$ cat src/rtl/pipe_stage_reg.sv
// Reusable inter-stage pipeline register with valid/ready handshake, 2-entry skid buffer and flush.
// Optional stall counter output oStallCnt is built when PIPE_STAGE_STALL_CNT_EN is defined.
module pipe_stage_reg #(
  parameter int DATA_W = 32,
  parameter int CTRL_W = 8,
  parameter int CNT_W  = 16
) (
  input  logic              clk,
  input  logic              rst_n,
  input  logic              iValid,
  output logic              oReady,
  input  logic [CTRL_W-1:0] iCtrl,
  input  logic [DATA_W-1:0] iData,
  input  logic              iFlush,
  output logic              oValid,
  input  logic              iReady,
  output logic [CTRL_W-1:0] oCtrl,
  output logic [DATA_W-1:0] oData,
  output logic [1:0]        oOccupancy
`ifdef PIPE_STAGE_STALL_CNT_EN
  ,
  output logic [CNT_W-1:0]  oStallCnt
`endif
);

  // Encoding equals the number of held entries, so occupancy is the state itself.
  typedef enum logic [1:0] {
    EMPTY = 2'd0,
    ONE   = 2'd1,
    FULL  = 2'd2
  } state_t;

  state_t state_reg, state_next;

  logic [CTRL_W-1:0] head_ctrl_reg, skid_ctrl_reg;
  logic [DATA_W-1:0] head_data_reg, skid_data_reg;

  logic accept, release_head;
  logic head_load, head_from_skid, skid_load;

  assign accept       = iValid & (state_reg != FULL);
  assign release_head = (state_reg != EMPTY) & iReady;

  always_comb begin
    state_next     = state_reg;
    head_load      = 1'b0;
    head_from_skid = 1'b0;
    skid_load      = 1'b0;
    if (iFlush) begin
      state_next = EMPTY;
    end else begin
      unique case (state_reg)
        EMPTY: begin
          if (accept) begin
            head_load  = 1'b1;
            state_next = ONE;
          end
        end
        ONE: begin
          if (accept && release_head) begin
            head_load = 1'b1;
          end else if (accept) begin
            skid_load  = 1'b1;
            state_next = FULL;
          end else if (release_head) begin
            state_next = EMPTY;
          end
        end
        FULL: begin
          if (release_head) begin
            head_load      = 1'b1;
            head_from_skid = 1'b1;
            state_next     = ONE;
          end
        end
        default: state_next = EMPTY;
      endcase
    end
  end

  always_ff @(posedge clk or negedge rst_n) begin
    if (!rst_n) begin
      state_reg <= EMPTY;
    end else begin
      state_reg <= state_next;
    end
  end

  // Flush clears control only; data registers keep their contents.
  always_ff @(posedge clk or negedge rst_n) begin
    if (!rst_n) begin
      head_ctrl_reg <= '0;
      skid_ctrl_reg <= '0;
      head_data_reg <= '0;
      skid_data_reg <= '0;
    end else begin
      if (iFlush) begin
        head_ctrl_reg <= '0;
        skid_ctrl_reg <= '0;
      end else begin
        if (head_load) begin
          head_ctrl_reg <= head_from_skid ? skid_ctrl_reg : iCtrl;
          head_data_reg <= head_from_skid ? skid_data_reg : iData;
        end
        if (skid_load) begin
          skid_ctrl_reg <= iCtrl;
          skid_data_reg <= iData;
        end
      end
    end
  end

  assign oValid     = (state_reg != EMPTY);
  assign oReady     = (state_reg != FULL) & rst_n;
  assign oCtrl      = oValid ? head_ctrl_reg : '0;
  assign oData      = head_data_reg;
  assign oOccupancy = state_reg;

`ifdef PIPE_STAGE_STALL_CNT_EN
  logic [CNT_W-1:0] stall_cnt_reg;

  always_ff @(posedge clk or negedge rst_n) begin
    if (!rst_n) begin
      stall_cnt_reg <= '0;
    end else if (oValid && !iReady && (stall_cnt_reg != {CNT_W{1'b1}})) begin
      stall_cnt_reg <= stall_cnt_reg + 1'b1;
    end
  end

  assign oStallCnt = stall_cnt_reg;
`else
  // CNT_W only sizes the stall counter, which is absent in this build.
  logic [31:0] unused_cnt_w;
  assign unused_cnt_w = 32'(CNT_W);
`endif

endmodule

$ cat config.mk
export PLATFORM = sky130hd
export DESIGN_NAME = pipe_stage_reg
export DESIGN_NICKNAME = d
export VERILOG_FILES = /design/src/rtl/pipe_stage_reg.sv
export SDC_FILE = /design/constraint.sdc
export NUM_CORES = 1
export LEC_CHECK = 0
export ABC_AREA = 1
export BUFFER_PORTS_ARGS = -buffer_cell sky130_fd_sc_hd__buf_2
export CORE_ASPECT_RATIO = 1.4
export CORE_UTILIZATION = 40
export CTS_CLUSTER_DIAMETER = 80
export CTS_CLUSTER_SIZE = 25
export DETAILED_ROUTE_END_ITERATION = 8
export SLEW_MARGIN = 10
export SYNTH_ARGS = -nofsm -noshare
export SYNTH_HDL_FRONTEND = slang
export SYNTH_SLANG_ARGS = --single-unit
$ cat constraint.sdc
create_clock -name clk -period 1.8 [get_ports clk]
set_clock_uncertainty 0.1 [all_clocks]
set_input_delay 0.45 -clock clk [delete_from_list [all_inputs] [get_ports clk]]
set_output_delay 0.45 -clock clk [all_outputs]
set_load 0.05 [all_outputs]
==> results.py <==
metrics = {
    "status": {
        "status": "finished with violations",
        "failed_checks": "setup timing",
    },
    "route": {
        "vias_per_cell": 4.80,
        "drtPass1Iterations": 4,
        "vias": 3477,
        "wire_per_inst_microns": 13.3,
        "drc_errors": 0,
        "totalWireLength_mm": 9.68,
        "postRouteAntennaNets": 0,
        "drt_iter0_markers": 297,
    },
    "timing": {
        "final.min_clock_period_ns": 1.81,
        "period_share": 1.01,
        "rsz0062_at_grt": "yes",
        "worstMarginPinSlew_ns": 1.05,
        "drv_slew": 0,
        "final-hold-violation-count": 0,
        "slew-limit-headroom": 0.303,
        "setup_viol": 8,
        "layout_setup_ws_ns": -0.0135,
        "maxClockFrequency_mhz": 551,
    },
    "place": {
        "globalplace.congestion": 0.783,
        "dp.final_hpwl_mm": 5.84,
        "io_buffers": 88,
        "place_inst": 703,
    },
    "pwr": {
        "p_int_mw": 4.33,
        "vdd_drop_max_mv": 0.696,
        "clockPowerShare": 0.288,
        "totalPowerFinal_mw": 6.85,
        "p_leak_nw": 2.86,
        "p_switching_mw": 2.52,
        "switching_share": 0.368,
        "p_seq_frac": 0.395,
        "comb_power_share": 0.317,
        "power.density_nw_per_um2": 1370,
    },
    "finish": {
        "fillers": 936,
        "nets": 656,
        "area_growth_pct": 28.2,
        "antenna_cells": 0,
        "final_cell_count_no_fill": 725,
        "drive_above_1_share": 0.246,
        "fin_util": 0.530,
    },
    "logic_synthesis": {
        "synth.cell_area_sq_um": 3910,
        "yosys.area.top_type": "dfrtp_1",
        "yosys_warnings": 0,
        "synthesis.nets": 566,
        "synth.top_cell.area_share": 0.525,
        "synth.avg_cell_area_sq_um": 7.50,
        "ys_top_cells_by_area": "dfrtp_1 53%, nand2_1 31%, nand3_1 5.4%, buf_2 2.6%, nand2_2 1.3%",
        "synth-edff-count": 0,
        "synth_top_cells_by_count": "319 x nand2_1, 82 x dfrtp_1, 42 x nand3_1",
        "synth_cells": 521,
        "synth-seq-cells": 82,
        "yosysSeqAreaShare": 0.525,
        "yosysMostFrequentCell": "nand2_1",
        "netlist-cell-type-count": 21,
        "synth_flop_cell": "dfrtp_1",
        "postSynth.asyncResetShare": 1.00,
    },
    "floorplan": {
        "num_io_pins": 89,
        "coreArea_sq_um": 9460,
        "rows": 42,
        "die_width_microns": 85.5,
        "dieArea_sq_um": 10200,
        "start_util": 0.413,
        "die_h_microns": 119,
    },
    "clocking": {
        "cts_max_level": 3,
        "cts-root-buf": "clkbuf_16",
        "cts_num_sinks": 82,
        "clk_pin_slew_ns": 0.06,
        "cts_tree": "yes",
        "numCtsBuffers": 9,
        "clk-insertion-delay-late_ns": 0.33,
        "cts_max_path_buffers": 2,
    },
    "global_route": {
        "grt-ovfl-total": 0,
        "grtUsageTotal": 0.205,
        "grt_max_degree": 83,
        "first_global_vias": 3512,
        "grt_pass1_wl_mm": 16.4,
        "antenna_found_initial": 0,
    },
    "setup_path": {
        "critical_path_buf_inv_count": 2,
        "cpMaxStageDelayCell": "dfrtp_2",
        "reg2reg_depth": 8,
        "reg2reg_slack_ns": 0.09,
        "startpoint_type": "register",
        "r2r-end": "head_ctrl_reg[4]",
        "startpoint": "oOccupancy[0]",
        "crit_type": "reg -> out",
        "cpLargestDelayFamily": "flip-flops",
        "worst_path_largest_cell_delay_ns": 0.43,
        "arrival_ns": 1.26,
        "end_kind": "output port",
        "path_cells": "nor2_4, buf_8, nor2_2, buf_6",
        "required_ns": 1.25,
        "r2r_start": "oOccupancy[0]",
        "path_max_fanout": 8,
    },
    "hold_path": {
        "worstHoldStart": "iData[22]",
        "whs_endpoint": "skid_data_reg[22]",
        "hold_depth": 3,
        "hp-class": "in -> reg",
    },
    "flow_run": {
        "drv_cap": 0,
    },
}
## power by group through the flow
stage | clock network (mW) | logic (mW) | registers (mW)
2_1_floorplan | 0 | 0.866 | 3.38
3_3_place_gp | 0 | 2.03 | 2.74
3_5_place_dp | 0 | 2.06 | 2.75
4_1_cts | 2.01 | 2.15 | 2.71
5_1_grt | 2.10 | 2.37 | 2.78
6_report | 1.97 | 2.17 | 2.71
## worst max-delay path by stage
stage,endpoint,depth (start not counted)
floorplan,oValid,3
global placement,oOccupancy[0],2
detailed placement,oOccupancy[1],2
CTS,oCtrl[5],4
global route,oCtrl[5],4
finish,oCtrl[3],4
## final cells by class
class	count	area [sq um]	area share
multi-input cells	396	1680	0.335
flip-flops and latches	82	2050	0.410
clock inverters	2	60.1	0.0120
repair buffers	106	753	0.150
inverters	16	63.8	0.0127
clock buffers	13	260	0.0519
well taps	110	138	0.0275
## worst reg2reg max path, cell delays in order, from the launching register on
cell,delay [ns]
dfrtp_2,0.43
buf_4,0.16
buf_4,0.15
nand2_2,0.10
nand3_4,0.12
a21oi_4,0.22
clkbuf_16,0.24
nand2_1,0.08
nand2_1,0.06
## kinds of logic (layout without fill, tap and decap cells)
logic type | count (synthesis) | count (layout) | share of synthesized area
buf+inv | 43 | 137 | 0.0564
flops | 82 | 82 | 0.525
compound gates | 3 | 3 | 0.00737
simple gates | 393 | 393 | 0.411
## timing repair
| item | CTS | global route |
|---|---|---|
| pin swaps | 2 | 2 |
| endpoints found under the setup margin | 10 | 13 |
| gates cloned | 0 | 1 |
| gates resized for setup | 19 | 5 |
| hold buffers | 0 | 0 |
| setup buffers | 4 | 2 |
## per-stage QoR
stage                     instance area (sq um)  TNS [ns]  hold WS, ns  worst slack [ns]
after floorplan                            3950   -0.0581       0.0544           -0.0257
after global placement                     4540         0        0.359             0.149
after detailed placement                   4540         0        0.359             0.130
after CTS                                  4950    -0.188        0.214           -0.0251
after global routing                       5010    -0.540        0.223           -0.0724
final                                      5010    -0.102        0.222           -0.0135
## cell usage in the layout, fill, tap and decap left out, drive strengths merged
cell,instances
clkinvlp,1
nor2,12
buf,105
bufinv,2
nand2,328
a21oi,2
nand3,43
inv,15
nand4,8
nor3,2
clkbuf,14
o21a,1
dfrtp,82
## routing by layer
layer | up-vias | GRT usage | part of all wire
met5 | - | 0 | 0
met4 | 0 | 0.0813 | 0.020
li1 | 1776 | - | -
met3 | 13 | 0.0499 | 0.052
met2 | 93 | 0.331 | 0.48
met1 | 1595 | 0.265 | 0.44
Power figures use the tool's default switching activity.
